$ cat config.mk
export PLATFORM = sky130hd
export DESIGN_NAME = imm_gen_pipe
export DESIGN_NICKNAME = d
export VERILOG_FILES = /design/src/rtl/core_pkg.sv /design/src/rtl/imm_extract.sv /design/src/rtl/imm_gen_pipe.sv
export SDC_FILE = /design/constraint.sdc
export NUM_CORES = 1
export LEC_CHECK = 0
export CAP_MARGIN = 20
export CORE_UTILIZATION = 53
export DETAILED_ROUTE_END_ITERATION = 8
export GPL_TIMING_DRIVEN = 0
export PLACE_DENSITY = 0.85
export SLEW_MARGIN = 25
export SYNTH_ARGS = -nofsm -noshare
export SYNTH_HDL_FRONTEND = slang
export SYNTH_SLANG_ARGS = --single-unit
$ cat constraint.sdc
create_clock -name clk -period 2.3 [get_ports clk]
set_input_delay 0.46 -clock clk [delete_from_list [all_inputs] [get_ports clk]]
set_output_delay 0.46 -clock clk [all_outputs]
set_load 0.005 [all_outputs]
$ cat src/rtl/core_pkg.sv
// Shared decode constants: imm_sel encodings, default datapath width and the
// occupancy states of the immediate pipe's output buffer.
package core_pkg;

    localparam int DEFAULT_XLEN = 32;

    localparam logic [2:0] IMM_I = 3'b000;
    localparam logic [2:0] IMM_S = 3'b001;
    localparam logic [2:0] IMM_B = 3'b010;
    localparam logic [2:0] IMM_U = 3'b011;
    localparam logic [2:0] IMM_J = 3'b100;

    typedef enum logic [1:0] {
        ST_EMPTY = 2'd0,
        ST_ONE   = 2'd1,
        ST_FULL  = 2'd2
    } pipe_state_t;

endpackage

$ cat src/rtl/imm_extract.sv
// Combinational RV32I/RV64I immediate extraction; every format sign-extends
// from instr[31], so RV64 LUI/AUIPC get the architected 64-bit value.
module imm_extract
    import core_pkg::*;
#(
    parameter int XLEN = DEFAULT_XLEN
) (
    input  logic [31:0]     instr,
    input  logic [2:0]      imm_sel,
    output logic [XLEN-1:0] imm,
    output logic            illegal
);

    logic [31:0] raw;
    logic        unused_opcode;

    assign unused_opcode = ^instr[6:0];

    always_comb begin
        raw     = '0;
        illegal = 1'b0;
        case (imm_sel)
            IMM_I:   raw = {{20{instr[31]}}, instr[31:20]};
            IMM_S:   raw = {{20{instr[31]}}, instr[31:25], instr[11:7]};
            IMM_B:   raw = {{19{instr[31]}}, instr[31], instr[7], instr[30:25], instr[11:8], 1'b0};
            IMM_U:   raw = {instr[31:12], 12'b0};
            IMM_J:   raw = {{11{instr[31]}}, instr[31], instr[19:12], instr[20], instr[30:21], 1'b0};
            default: illegal = 1'b1;
        endcase
    end

    assign imm = XLEN'($signed(raw));

endmodule

$ cat src/rtl/imm_gen_pipe.sv
// Registered immediate generator: extract + pc-relative add, then a main
// output register backed by one skid register so in_ready is a pure flop.
module imm_gen_pipe
    import core_pkg::*;
#(
    parameter int XLEN  = DEFAULT_XLEN,
    parameter int TAG_W = 5
) (
    input  logic             clk,
    input  logic             rst_n,
    input  logic             in_valid,
    output logic             in_ready,
    input  logic [31:0]      instr,
    input  logic [2:0]       imm_sel,
    input  logic [XLEN-1:0]  pc,
    input  logic [TAG_W-1:0] tag_in,
    input  logic             flush,
    output logic             out_valid,
    input  logic             out_ready,
    output logic [XLEN-1:0]  imm_out,
    output logic [XLEN-1:0]  target_out,
    output logic             illegal_out,
    output logic [TAG_W-1:0] tag_out,
    output logic [1:0]       state_dbg
);

    typedef struct packed {
        logic [XLEN-1:0]  imm;
        logic [XLEN-1:0]  target;
        logic             illegal;
        logic [TAG_W-1:0] tag;
    } entry_t;

    pipe_state_t     state;
    entry_t          new_e;
    entry_t          main_q;
    entry_t          skid_q;
    logic [XLEN-1:0] new_imm;
    logic            new_ill;
    logic            accept;
    logic            drain;

    imm_extract #(.XLEN(XLEN)) u_extract (
        .instr   (instr),
        .imm_sel (imm_sel),
        .imm     (new_imm),
        .illegal (new_ill)
    );

    // Illegal selects yield imm = 0, so the adder already gives target = pc.
    assign new_e.imm     = new_imm;
    assign new_e.target  = pc + new_imm;
    assign new_e.illegal = new_ill;
    assign new_e.tag     = tag_in;

    assign accept = in_valid & in_ready;
    assign drain  = out_valid & out_ready;

    // Valid/ready: a beat transfers on any edge where valid & ready are both
    // high; in_ready and out_valid are registered, never derived from out_ready.
    always_ff @(posedge clk or negedge rst_n) begin
        if (!rst_n) begin
            state     <= ST_EMPTY;
            out_valid <= 1'b0;
            in_ready  <= 1'b1;
            main_q    <= '0;
            skid_q    <= '0;
        end else if (flush) begin
            state     <= ST_EMPTY;
            out_valid <= 1'b0;
            in_ready  <= 1'b1;
        end else begin
            unique case (state)
                ST_EMPTY: begin
                    if (accept) begin
                        main_q    <= new_e;
                        out_valid <= 1'b1;
                        state     <= ST_ONE;
                    end
                end
                ST_ONE: begin
                    if (accept && drain) begin
                        main_q <= new_e;
                    end else if (accept) begin
                        skid_q   <= new_e;
                        in_ready <= 1'b0;
                        state    <= ST_FULL;
                    end else if (drain) begin
                        out_valid <= 1'b0;
                        state     <= ST_EMPTY;
                    end
                end
                ST_FULL: begin
                    // in_ready is low here, so only a drain can occur.
                    if (drain) begin
                        main_q   <= skid_q;
                        in_ready <= 1'b1;
                        state    <= ST_ONE;
                    end
                end
                default: begin
                    state     <= ST_EMPTY;
                    out_valid <= 1'b0;
                    in_ready  <= 1'b1;
                end
            endcase
        end
    end

    assign imm_out     = main_q.imm;
    assign target_out  = main_q.target;
    assign illegal_out = main_q.illegal;
    assign tag_out     = main_q.tag;
    assign state_dbg   = state;

endmodule

==> results.toml <==
[synth]
synth_seq_cells = 144
synthXorXnorAreaFrac_pct = 3.36
yosys_warnings = 0
synth-compound-area-share_pct = 19.8
synth_seq_area_share_pct = 44.6
synth_top_family_by_area = "compound AO/OA/AOI/OAI gates"
async_flop_share_pct = 100
synth_fp_nets = 1006
syn-mean-instance-area_sq_um = 9.01
yosys_most_used_dff = "dfrtp_1"
synth_edf_count = 0
synthMuxAreaShare_pct = 7.28
synth.distinct_cells = 66
synth-simple-area-share_pct = 14.8
syn-cell-area_sq_um = 8080
synthAdderAreaFrac_pct = 5.05
syn_inst = 897

[cells_and_area]
diodes = 0
area_growth_pct = 52.8
drive_gt1_share_pct = 32.4
nets = 1242
final_cell_area_sq_um = 12400

[sta]
fmax_ghz = 0.297
hold_viol = 0
setup_ws_ps = -1060
finalCriticalPeriod_ps = 3360
setup_viol_count_final = 57
skew_ps = 8.13
rsz0062_at_grt = "yes"
timing.hold.ws_ps = 466
maxSlewHeadroom_pct = 49.2
fin_crit_sh_pct = 146
finalMaxSlewViolations = 0
worst-slew-pin-transition_ps = 762

[global_routing]
antenna_found_initial = 0
overflow = 0
grt.total_usage_pct = 37.6
grt_max_degree = 81
grt_pass1_vias = 8453
grt_first_pass_wirelength_mm = 44.9

[setup_path]
worst-path-buf-inv = 4
critical-path-top-delay-family = "compound AO/OA/AOI/OAI gates"
slowest_stage = "nor4b_4"
critPathKind = "primary input to register"
crit_path_start = "imm_sel[2]"
cp_common_cell = "o21ai_2"
worstReg2RegStart = "in_ready"
timing.rr.end = "target_out[16]"
path_cells = "buf_8, clkbuf_16, buf_12, buf_6, o32ai_4, ha_4, a21o_1, a31o_4, o21ai_2, nor4b_4, o41a_1, o21ai_2, xor2_2, mux2_2"
r2r_cells = 10
cp_slowest_stage_delay_ps = 480
ff2ff_setup_slack_ps = -220
startpoint_type = "primary input"
cp.depth = 14
worstSetupEndpointType = "register"
crit_fanout = 4
required_ps = 2620
crit_end = "skid_q[31]"
cp.arrival_ps = 3690

[routing]
viasPerCell = 6.57
num_vias = 8733
dr.first_iter.drc_count = 1182
drc = 15
detail-route-antenna-nets = 0
wl_per_cell_microns = 24.6
routed_wl_mm = 32.7
first_pass_iters = 9

[clock_tree]
clock-root-buffer = "clkbuf_16"
numCtsBuffers = 17
clkSlewWorstSetupHoldPaths_ps = 60
cts_tree = "yes"
htreeDepth = 4
clkSinkCount = 144
ctsLongestPathBuffers = 2
clock_latency_ps = 440

[place]
placed_area_sq_um = 10000
dpl.hpwl_mm = 18.1
io_buffers = 142
gp_congestion = 0.927

[floorplanning]
fp.coreArea_sq_um = 14700
die_area_sq_um = 15700
die_w_microns = 125
boundaryPins = 151
rows = 44
start_util_pct = 55.0
die_h_microns = 125

[worst_hold_path]
hold_path.class = "primary input to register"
hold_depth = 3
hp-start = "instr[31]"

[status]
violations = "design-rule violations, negative setup slack"
status = "complete, but fails checks"

[power]
p_total_mw = 11.9
power_density_nw_per_um2 = 965
ir_drop_mv = 0.561
leakage_nw = 5.47

[job]
cap_viol_max_count = 0
[sequential cells by signal (all words and copies together) (netlist names)]
signal,cells
skid_q,70
imm_out,32
target_out,32
tag_out,5
state_dbg,2
illegal_out,1
in_ready,1
out_valid,1
[how the worst min path moves through the flow]
| stage | end | slack (ps) |
|---|---|---|
| after floorplan | illegal_out | 160 |
| after global placement | skid_q[29] | 450 |
| after detailed placement | imm_out[4] | 440 |
| after CTS | skid_q[29] | 480 |
| after global routing | skid_q[69] | 470 |
| final | skid_q[69] | 470 |
[where the power goes]
group | total (mW) | switching [mW] | internal, mW
clock network | 2.90 | 1.18 | 1.72
logic | 4.68 | 2.24 | 2.43
registers | 4.35 | 0.727 | 3.62
[worst register-to-register path, stage by stage (launching register included)]
cell and delay (ps):
dfstp_2 580, nand2_2 100, nor2_4 190, a21oi_1 80, nor2_1 160, a21oi_1 90
nor2_2 180, clkbuf_8 210, clkbuf_1 440, nand3_1 230, o211ai_1 160
[area by class of cell]
cell class	count	area [sq um]
fillers	727	2350
repair buffers	221	2090
well taps	184	230
plain buffers	54	434
multi-input cells	665	5270
clock inverters	11	129
clock buffers	21	480
flip-flops and latches	144	3600
inverters	30	113
[layout by cell type (no fill, tap or decap), drive strengths merged, types with 7 or more instances in the layout]
cell type	Yosys	layout
a21o	15	15
a21oi	91	91
a31oi	24	24
buf	16	98
clkbuf	41	58
clkdlybuf4s50	0	128
dfrtp	143	143
dlygate4sd2	0	8
ha	31	31
inv	30	32
mux2	38	38
mux2i	16	16
nand2	155	155
nand3	14	14
nor2	72	72
nor2b	6	7
nor3	9	9
o211ai	7	7
o21ai	86	86
o22ai	10	10
xnor2	17	17
xor2	14	14
[per-stage QoR]
stage	utilization (%)	TNS (ps)	instances	setup WS [ps]
floorplan	-	-24130	897	-749
global placement	68.1	-833790	1223	-4950
detailed placement	68.4	-130490	1224	-1850
CTS	80.2	-26080	1302	-744
global route	84.0	-42320	1330	-1040
finish	84.0	-37870	1330	-1060
[synthesized netlist by cell type (all sizes together) (4+ instances only)]
cell | number | area share (%)
clkbuf | 41 | 2.4
nand2 | 155 | 7.3
nor2 | 72 | 3.4
xor2 | 14 | 1.5
nor2b | 6 | 0.50
o211ai | 7 | 0.65
ha | 31 | 4.8
a21oi | 91 | 5.7
o21bai | 6 | 0.60
o21a | 6 | 0.56
mux2 | 38 | 5.3
buf | 16 | 1.1
nor3 | 9 | 0.56
a21o | 15 | 1.4
xnor2 | 17 | 1.8
nand3 | 14 | 0.93
mux2i | 16 | 2.0
nand4 | 5 | 0.39
a31oi | 24 | 1.9
nand2b | 4 | 0.31
inv | 30 | 1.4
dfrtp | 143 | 44
o21ai | 86 | 5.5
o22ai | 10 | 0.77
[metal layers]
layer	up-vias	GRT usage, %	wire length, microns
met3	219	7.83	3160
met5	-	0	0
met1	4157	45.1	11500
li1	3594	-	-
met4	0	22.0	2370
met2	763	62.6	15700
[repair_timing]
action	4_1_cts	5_1_grt
setup endpoints to repair	124	119
buffers inserted	47	32
hold buffers	1	0
hold endpoints to repair	25	0
resized for setup	181	93
cloned	1	1
pin swaps	56	63
[cell families after synthesis]
family / count (synthesis)
buffers and inverters: 89
adders and majority gates: 32
and+or+nand+nor: 280
DFF: 144
muxes: 54
xor gates and xnor gates: 31
AOI/OAI and AO/OA: 267
No activity file was read; power rests on OpenSTA's default activity.
